$ cat src/rtl/rr_mux_arbiter.sv
// Round-robin arbiter for four requesters sharing one DW-bit valid/ready channel.
// Each grant is released after HOLD_MAX accepted beats or when its requester withdraws.
module rr_mux_arbiter #(
   parameter int DW       = 4,
   parameter int HOLD_MAX = 4
) (
   input  logic          clk,
   input  logic          rst,
   input  logic [3:0]    req,
   input  logic [DW-1:0] in1,
   input  logic [DW-1:0] in2,
   input  logic [DW-1:0] in3,
   input  logic [DW-1:0] in4,
   input  logic          out_ready,
   output logic [3:0]    gnt,
   output logic [1:0]    addr,
   output logic [DW-1:0] Mout,
   output logic          out_valid,
   output logic          busy
);

   typedef enum logic {
      IDLE  = 1'b0,
      GRANT = 1'b1
   } state_t;

   localparam logic [3:0] LAST_BEAT = 4'(HOLD_MAX - 1);

   state_t        state;
   logic [1:0]    ptr;
   logic [3:0]    beat_cnt;

   logic [1:0]    win;
   logic          win_found;
   logic [1:0]    cand;
   logic [DW-1:0] sel_data;
   logic          accept;
   logic          last_beat;

   // Search starts one past the last granted source, so the previous owner is checked last.
   // NOTE: every always_comb output gets a default first; otherwise a path that
   // skips an assignment infers a latch.
   always_comb begin
      win       = ptr;
      win_found = 1'b0;
      cand      = ptr;
      for (int k = 1; k <= 4; k++) begin
         cand = ptr + 2'(k);
         if (!win_found && req[cand]) begin
            win       = cand;
            win_found = 1'b1;
         end
      end
   end

   always_comb begin
      sel_data = in1;
      case (addr)
         2'd0: sel_data = in1;
         2'd1: sel_data = in2;
         2'd2: sel_data = in3;
         2'd3: sel_data = in4;
         default: sel_data = in1;
      endcase
   end

   assign busy      = (state == GRANT);
   assign out_valid = busy && req[addr];
   assign Mout      = out_valid ? sel_data : '0;
   assign accept    = out_valid && out_ready;
   assign last_beat = (beat_cnt == LAST_BEAT);

   // NOTE: state registers use non-blocking assignments so every register
   // samples the pre-edge values, independent of statement order.
   always_ff @(posedge clk) begin
      if (rst) begin
         state    <= IDLE;
         gnt      <= 4'b0000;
         addr     <= 2'b00;
         ptr      <= 2'd3;
         beat_cnt <= 4'd0;
      end else begin
         case (state)
            IDLE: begin
               if (win_found) begin
                  gnt      <= 4'b0001 << win;
                  addr     <= win;
                  beat_cnt <= 4'd0;
                  state    <= GRANT;
               end
            end
            GRANT: begin
               // A withdrawn request releases at once; no beat can be accepted that cycle.
               if (!req[addr] || (accept && last_beat)) begin
                  ptr      <= addr;
                  gnt      <= 4'b0000;
                  beat_cnt <= 4'd0;
                  state    <= IDLE;
               end else if (accept) begin
                  beat_cnt <= beat_cnt + 4'd1;
               end
            end
            default: begin
               state <= IDLE;
               gnt   <= 4'b0000;
            end
         endcase
      end
   end

endmodule

$ cat config.mk
export PLATFORM = sky130hd
export DESIGN_NAME = rr_mux_arbiter
export DESIGN_NICKNAME = d
export VERILOG_FILES = /design/src/rtl/rr_mux_arbiter.sv
export SDC_FILE = /design/constraint.sdc
export NUM_CORES = 1
export LEC_CHECK = 0
export ABC_CLOCK_PERIOD_IN_PS = 2620
export CORE_AREA = 2 2 48 50
export CTS_CLUSTER_DIAMETER = 60
export CTS_CLUSTER_SIZE = 8
export DETAILED_ROUTE_END_ITERATION = 10
export DIE_AREA = 0 0 50 52
export PLACE_DENSITY_LB_ADDON = 0.3
export SYNTH_ARGS = -nofsm -noshare
export SYNTH_HDL_FRONTEND = slang
export SYNTH_SLANG_ARGS = --single-unit
$ cat constraint.sdc
create_clock -name clk -period 2.62 [get_ports clk]
set_clock_uncertainty 0.2 [all_clocks]
set_input_delay 0.655 -clock clk [delete_from_list [all_inputs] [get_ports clk]]
set_output_delay 0.655 -clock clk [all_outputs]
set_load 0.005 [all_outputs]
* Word level (Yosys, flattened, before mapping)
Cells that the tools add are included.
** Storage, ports and cells
- Bits in registers :: 13
- Latch bits :: 0
- RAM bits :: 0
- ROM bits :: 0
- Bits of input ports :: 23
- Memories kept :: 0
** Operators by class
- Add/subtract/negate cells :: 4
- Multipliers :: 0
- Divide/modulo/power cells :: 0
- Order comparisons :: 5
- Eq/ne operators :: 7
- Shift operators :: 1
- Mux-type cells :: 30
- Bitwise logic cells :: 1
- Reduce and logical (&&, ||, !) cells :: 16
** Operators with widths (count)
- $mux W4 :: 6
- $pmux W4 S2 :: 2
- $pmux W4 S4 :: 1
- $lt A2 B3 Y1 const B :: 5
- $mux W1 :: 11
- $bmux W1 S2 :: 5
- $mux W2 :: 4
- $reduce_and A2 Y1 :: 4
- $logic_and A1 B1 Y1 :: 6
- $add A2 B2 Y2 const B :: 2
- $add A4 B1 Y4 const B :: 1
- $eq A2 B2 Y1 const B :: 2
- $eq A4 B2 Y1 const B :: 1
- $logic_not A1 Y1 :: 4
- $shl A1 B2 Y4 const A :: 1
- $ne A3 B1 Y1 const B :: 1
- $add A2 B1 Y2 const B :: 1
- $eq A2 B1 Y1 const B :: 1
- $logic_not A2 Y1 :: 1
- $ne A2 B1 Y1 const B :: 1
- $ne A2 B2 Y1 const B :: 1
- $pmux W1 S2 :: 1
- $logic_or A1 B1 Y1 :: 1
- $not A1 Y1 :: 1

* Longest topological paths before layout
Gate-level depths: netlist (run 1).
- Depth in word-level cells :: 16
- Mapped depth :: 5
- Mapped depth without buffers :: 5

* Least setup slack after synthesis (run 1)
Ideal clock, no wire load.
- Path kind :: in2out
- Start :: input req[3]
- End :: output out_valid
- Arrival time :: 1404 ps
- Setup slack :: 361 ps
- Stages :: 2
- Buffers on the path :: 0
- Path through :: mux4_2 and2_2
** Between the ends
- Word-level cells in the longest chain between the ends :: 3
** Ends and longest elaborated chain
- from (decl) :: RTL line 9 : input logic [3:0] req,
- $bmux W1 S2 :: RTL line 68 : assign out_valid = busy && req[addr];
- $mux W1 (implied by the code) :: RTL line 68
- $logic_and A1 B1 Y1 :: RTL line 68
- to (decl) :: RTL line 18 : output logic out_valid,
No other way between the ends. The select of a mux whose other input is x is not followed.

* Final worst setup path (run 1)
- Start :: input req[2]
- End :: output Mout[0]
** Between the ends
- Word-level cells in the longest chain between the ends :: 4
** Ends and longest elaborated chain
- $bmux W1 S2 :: RTL line 68
- $mux W1 (implied by the code) :: RTL line 68
- $logic_and A1 B1 Y1 :: RTL line 68
- $mux W4 :: RTL line 69 : assign Mout = out_valid ? sel_data : '0;
- to (decl) :: RTL line 17 : output logic [DW-1:0] Mout,
No other way between the ends. The select of a mux whose other input is x is not followed.

==> results.tsv, run 1 <==
metric	value	unit
dpl_worst_slack	-0.557	ns
syn_area	805	um^2
die_w	50	um
cp.required	1.76	ns
grt_pass1_wl	3780	um
crit_slowest_cell	mux4_2	
startpoint_type	input pin	
min_from	gnt[0]	
dp_hpwl	1650	um
start_util	0.382	
clkSinkCount	13	
clock.fmax	388	MHz
first_pass_iters	4	
timing.rr.start	addr[0]	
pwr-share-comb	0.380	
arrival	1.72	ns
critical-path-max-stage-delay	0.53	ns
drt_iter0_markers	23	
synth_nets	106	
root_buffer	clkbuf_4	
crit_chain	buf_2 > mux4_2 > buf_6 > and3_4 > buf_6	
worst_slack	0.0413	ns
cts_hold_buf	0	
crit_type	input pin to output pin	
track_usage	0.192	
hold_viol	0	
maxCapViolations	0	
grt_overflow	0	
wl_per_cell	13.6	um
crit_path_start	req[2]	
p_per_area	455	nW/um^2
cp_common_cell	buf_6	
clk_pin_slew	0.08	ns
synth.top_cell.area_share	0.323	
die-area	2600	um^2
intPower	0.414	mW
wl	2170	um
gp_congestion	0.716	
ir_drop	261	uV
syn_to_final_growth	59.1	%
finalSetupViolations	0	
via_per_inst	5.34	
final_max_slew_viol_count	0	
clock_latency	0.28	ns
numCtsBuffers	3	
ys_ff_latch	13	
fin_crit_sh	0.984	
critical_path.max_fanout	4	
yosysWarnings	0	
numPortBuffers	34	
drc	0	
sequentialPowerShare	0.403	
io_pins	35	
syn_area_per_cell	9.81	um^2
route.vias.total	855	
htreeDepth	1	
cp-end-kind	output pin	
min_path_type	register to register	
fp.coreArea	2110	um^2
ant_nets	0	
p_clk_frac	0.217	
switching_share	0.289	
min_period	2.58	ns
layout-drive-gt1-share	0.303	
rsz0062_at_grt	false	
synthDistinctLibCells	33	
cts.path.max_buffers	2	
slew_headroom	0.676	
grt_pass1_vias	832	
tightest_slew	0.483	ns
yosysSeqAreaShare	0.323	
syn_inst	82	
r2r_slack	0.39	ns
diodes	0	
rows	17	
power.switching	0.168	mW
fillCellCount	174	
die_y	52	um
cts_tree	yes	
power.total	0.582	mW
grt_max_degree	12	
yosys.area.top_type	dfxtp_1	
synthTopCellsByArea	dfxtp_1, mux4_1, a21oi_1	
p_leak	0.554	nW
antenna_found_initial	0	
fin_nets	157	
status	finished, final reports clean	
[cells by family (layout without fill, tap and decap cells)]
logic type	Yosys count	in the layout	share of synthesized area
mux	6	6	0.171
fa+ha+maj	1	1	0.0155
compound gates	22	22	0.202
xor+xnor	1	1	0.0109
buf+inv	6	56	0.0373
simple gates	33	33	0.240
flops	13	13	0.323
[power groups by stage]
stage	clock network [mW]	registers, mW	logic (mW)
6_report	0.126	0.235	0.221
5_1_grt	0.138	0.238	0.240
4_1_cts	0.129	0.234	0.220
3_5_place_dp	0	0.238	0.202
3_3_place_gp	0	0.237	0.198
2_1_floorplan	0	0.232	0.100
[stage by stage]
stage	util	std cells	area, um^2	setup TNS, ns	hold slack (ns)
after detailed placement	0.594	153	1250	-3.69	0.261
final	0.608	160	1280	0	0.275
after floorplan	-	82	805	0	0.254
after global routing	0.608	160	1280	0	0.308
after CTS	0.607	160	1280	0	0.284
after global placement	0.594	153	1250	-3.14	0.256
[metal layers]
metal | wire (um) | GRT usage | vias up
li1 | - | - | 421
met1 | 993 | 0.240 | 393
met2 | 1010 | 0.325 | 39
met3 | 160 | 0.0316 | 2
met4 | 12 | 0.0833 | 0
met5 | 0 | 0 | -
[worst paths after layout]
path | cells after the start | end
setup / recovery | 5 | Mout[0]
hold / removal | 1 | gnt[0]
setup reg to reg | 7 | beat_cnt[2]
hold reg to reg | 1 | gnt[0]
[flip-flops by register name, summed over array words and instances, names as in the netlist]
signal	cells
ptr	2
busy	1
addr	2
gnt	4
beat_cnt	4
[synthesized netlist by cell type]
master and n:
mux4_2 1, nand2_1 1, nor3_1 5, or3_1 4, nor4_1 1, nor2b_1 1, buf_6 1, nand3_1 2
dfxtp_1 13, or4bb_1 1, mux2i_1 1, and2_2 1, nand2b_1 2, a22o_4 1, and2_1 2, xor2_1 1
o21ai_0 3, inv_1 3, a32o_1 4, and3_2 4, clkbuf_1 1, a21oi_1 8, o21bai_1 2, mux4_1 4
and3b_1 1, o21ba_2 1, buf_1 1, ha_1 1, a211o_1 1, nor3b_1 1, a211oi_1 1, nor2_1 7
a32oi_1 1
[layout by cell type (no fill, tap or decap), drive strengths merged, types with 2 or more instances in the layout]
cell type / netlist / routed
or3: 4 / 4
nand2b: 2 / 2
nand3: 2 / 2
dlygate4sd2: 0 / 16
dfxtp: 13 / 13
clkdlybuf4s50: 0 / 9
o21ai: 3 / 3
nor2: 7 / 7
and3: 4 / 4
o21bai: 2 / 2
buf: 2 / 24
a32o: 4 / 4
mux4: 5 / 5
a21oi: 8 / 8
nor3: 5 / 5
clkbuf: 1 / 4
inv: 3 / 3
and2: 3 / 3
[worst max-delay path, delay by kind of cell]
family                 cells  cell delay, ns
buffers and inverters      3            0.37
AND/OR/NAND/NOR            1            0.17
multiplexers               1            0.53
[cell type report]
type                    instances  area, um^2  share of cell area
inverters                       3        11.3             0.00880
repair buffers                 49         430               0.336
flip-flops and latches         13         262               0.204
multi-input cells              63         515               0.403
well taps                      28        35.0              0.0274
clock buffers                   4        26.3              0.0205
[repair_timing]
item                                    in CTS  in global routing
gates resized for setup                     67                  1
endpoints found under the hold margin        0                  0
pin swaps                                    3                  0
endpoints found under the setup margin       5                  4
setup buffers                                3                  0
(Power assumes the default switching activity.)
==> run 2, diff against run 1 <==
--- a/config.mk
+++ b/config.mk
@@ -5,6 +5,7 @@
 export SDC_FILE = /design/constraint.sdc
 export NUM_CORES = 1
 export LEC_CHECK = 0
+export ABC_AREA = 0
 export ABC_CLOCK_PERIOD_IN_PS = 2620
 export CORE_AREA = 2 2 48 50
 export CTS_CLUSTER_DIAMETER = 60
==> results of run 2 <==
Same layout as run 1: the final DEF is identical, and so are final timing and power.
==> run 3, diff against run 2 <==
--- a/config.mk
+++ b/config.mk
@@ -6,13 +6,14 @@
 export NUM_CORES = 1
 export LEC_CHECK = 0
 export ABC_AREA = 0
-export ABC_CLOCK_PERIOD_IN_PS = 2620
-export CORE_AREA = 2 2 48 50
+export ABC_CLOCK_PERIOD_IN_PS = 3300
+export CORE_AREA = 2 2 46 48
 export CTS_CLUSTER_DIAMETER = 60
 export CTS_CLUSTER_SIZE = 8
 export DETAILED_ROUTE_END_ITERATION = 10
-export DIE_AREA = 0 0 50 52
+export DIE_AREA = 0 0 48 50
 export PLACE_DENSITY_LB_ADDON = 0.3
+export SLEW_MARGIN = 30
 export SYNTH_ARGS = -nofsm -noshare
 export SYNTH_HDL_FRONTEND = slang
 export SYNTH_SLANG_ARGS = --single-unit
==> constraint.sdc (replaced) <==
create_clock -name clk -period 3.3 [get_ports clk]
set_clock_uncertainty 0.2 [all_clocks]
set_input_delay 0.825 -clock clk [delete_from_list [all_inputs] [get_ports clk]]
set_output_delay 0.825 -clock clk [all_outputs]
set_load 0.005 [all_outputs]
==> results.tsv, run 3 (synthesis results as in run 1) <==
metric	value	unit
cts.path.max_buffers	2	
min_period	3.22	ns
path_buf_inv	2	
wl_met3	198	um
final_max_slew_viol_count	0	
largest_registers	beat_cnt (4), gnt (4)	
fin_crit_sh	0.975	
die-area	2400	um^2
clock.fmax	311	MHz
via_per_inst	5.42	
maxCapViolations	0	
ir_drop	233	uV
timing.rr.start	addr[0]	
clk_pin_slew	0.08	ns
r2r_slack	0.90	ns
clkSinkCount	13	
startpoint_type	input pin	
reg2reg_depth	6	
drt_iter0_markers	9	
root_buffer	clkbuf_4	
hold_viol	0	
wl_per_cell	14.0	um
hold_path_end	gnt[0]	
crit_slowest_cell	mux4_1	
min_path_cells	1	
rows	16	
rsz0062_at_grt	false	
layoutNonFillerInstCount	153	
crit_type	input pin to output pin	
clock_latency	0.29	ns
slew_headroom	0.676	
dpl.cell_count	147	
fp.coreArea	1900	um^2
min_from	gnt[0]	
gp_congestion	0.835	
p_per_area	353	nW/um^2
critical_path.max_fanout	1	
finalSetupViolations	0	
track_usage	0.190	
drt-met1-wl	870	um
numCtsBuffers	3	
die_w	48	um
antenna_found_initial	0	
placed_area	1210	um^2
grt_overflow	0	
diodes	0	
tightest_slew	0.482	ns
rr_endpoint	beat_cnt[2]	
top_layer	met4	
critical-path-max-stage-delay	0.50	ns
power.total	0.442	mW
fin_nets	151	
cp-end-kind	output pin	
route.vias.total	829	
min_path_type	register to register	
syn_to_final_growth	55.5	%
ant_nets	0	
stdcell_area	1250	um^2
cp.required	2.27	ns
htreeDepth	1	
grt_max_degree	12	
status	finished, final reports clean	
io_pins	35	
cp_top_family	buffers and inverters	
whs	0.275	ns
final_cell_mix	clkdlybuf4s50_1, dfxtp_1, dlygate4sd2_1, buf_4, a21oi_1	
p_leak	0.527	nW
wl	2140	um
numPortBuffers	34	
grt_pass1_wl	3300	um
dp_hpwl	1670	um
cp_num_cells	4	
cts_tree	yes	
first_pass_iters	4	
die_y	50	um
dr_wl_met2	1030	um
drc	0	
final_common_cell	clkdlybuf4s50_1	
layout-drive-gt1-share	0.159	
start_util	0.423	
arrival	2.19	ns
crit_chain	clkdlybuf4s50_1 > mux4_1 > and3_2 > dlygate4sd2_1	
grt_pass1_vias	860	
[run 3: cell count changes in the layout (fill, tap and decap cells not counted), moves of 3 or more]
cell | previous run | this run
clkdlybuf4s50_1 | 9 | 25
buf_6 | 8 | 0
dlygate4sd2_1 | 16 | 9
buf_2 | 4 | 0
mux4_1 | 0 | 4
mux4_2 | 5 | 1
buf_4 | 12 | 9
[run 3: worst register-to-register path: cells and delay by family (launching register included)]
kind                   cells  cell delay, ns
AO/OA/AOI/OAI              2            0.38
buffers and inverters      2            0.30
flip-flops                 1            0.54
AND/OR/NAND/NOR            1            0.31
multiplexers               1            0.61
[run 3: cell type report]
| cell class | count | area (um^2) |
|---|---|---|
| clock buffer | 4 | 26.3 |
| fill | 155 | 651 |
| inverter | 3 | 11.3 |
| multi-input combinational | 63 | 523 |
| sequential | 13 | 260 |
| tap | 27 | 33.8 |
| timing repair buffer | 43 | 397 |
[run 3: report_power, final]
group,switching (mW),internal [mW],total (mW)
combinational,0.0532,0.0982,0.151
sequential,0.0193,0.170,0.189
clock,0.0544,0.0471,0.101
[run 3: timing repair]
item / CTS / global route
hold buffers: 0 / 0
setup endpoints to repair: 5 / 0
gates resized for setup: 12 / 0
buffers inserted: 2 / 0
[run 3: metrics by stage]
step | util | setup WS [ns] | TNS [ns]
final | 0.658 | 0.0824 | 0
after CTS | 0.658 | 0.0741 | 0
after floorplan | - | 0.701 | 0
after detailed placement | 0.638 | -0.206 | -0.971
after global routing | 0.658 | 0.0475 | 0
after global placement | 0.638 | -0.182 | -0.814
[run 3: worst max path at each step]
| stage | from | end | slack, ns |
|---|---|---|---|
| floorplan | req[3] | out_valid | 0.70 |
| global placement | req[3] | out_valid | -0.18 |
| detailed placement | req[2] | Mout[0] | -0.21 |
| CTS | in2[0] | Mout[0] | 0.07 |
| global route | in2[0] | Mout[0] | 0.05 |
| finish | in2[0] | Mout[0] | 0.08 |
[run 3: layer usage]
layer / up-vias / global-route usage
met5: - / 0
met4: 0 / 0.0901
met3: 5 / 0.0549
met2: 34 / 0.327
met1: 384 / 0.198
li1: 406 / -
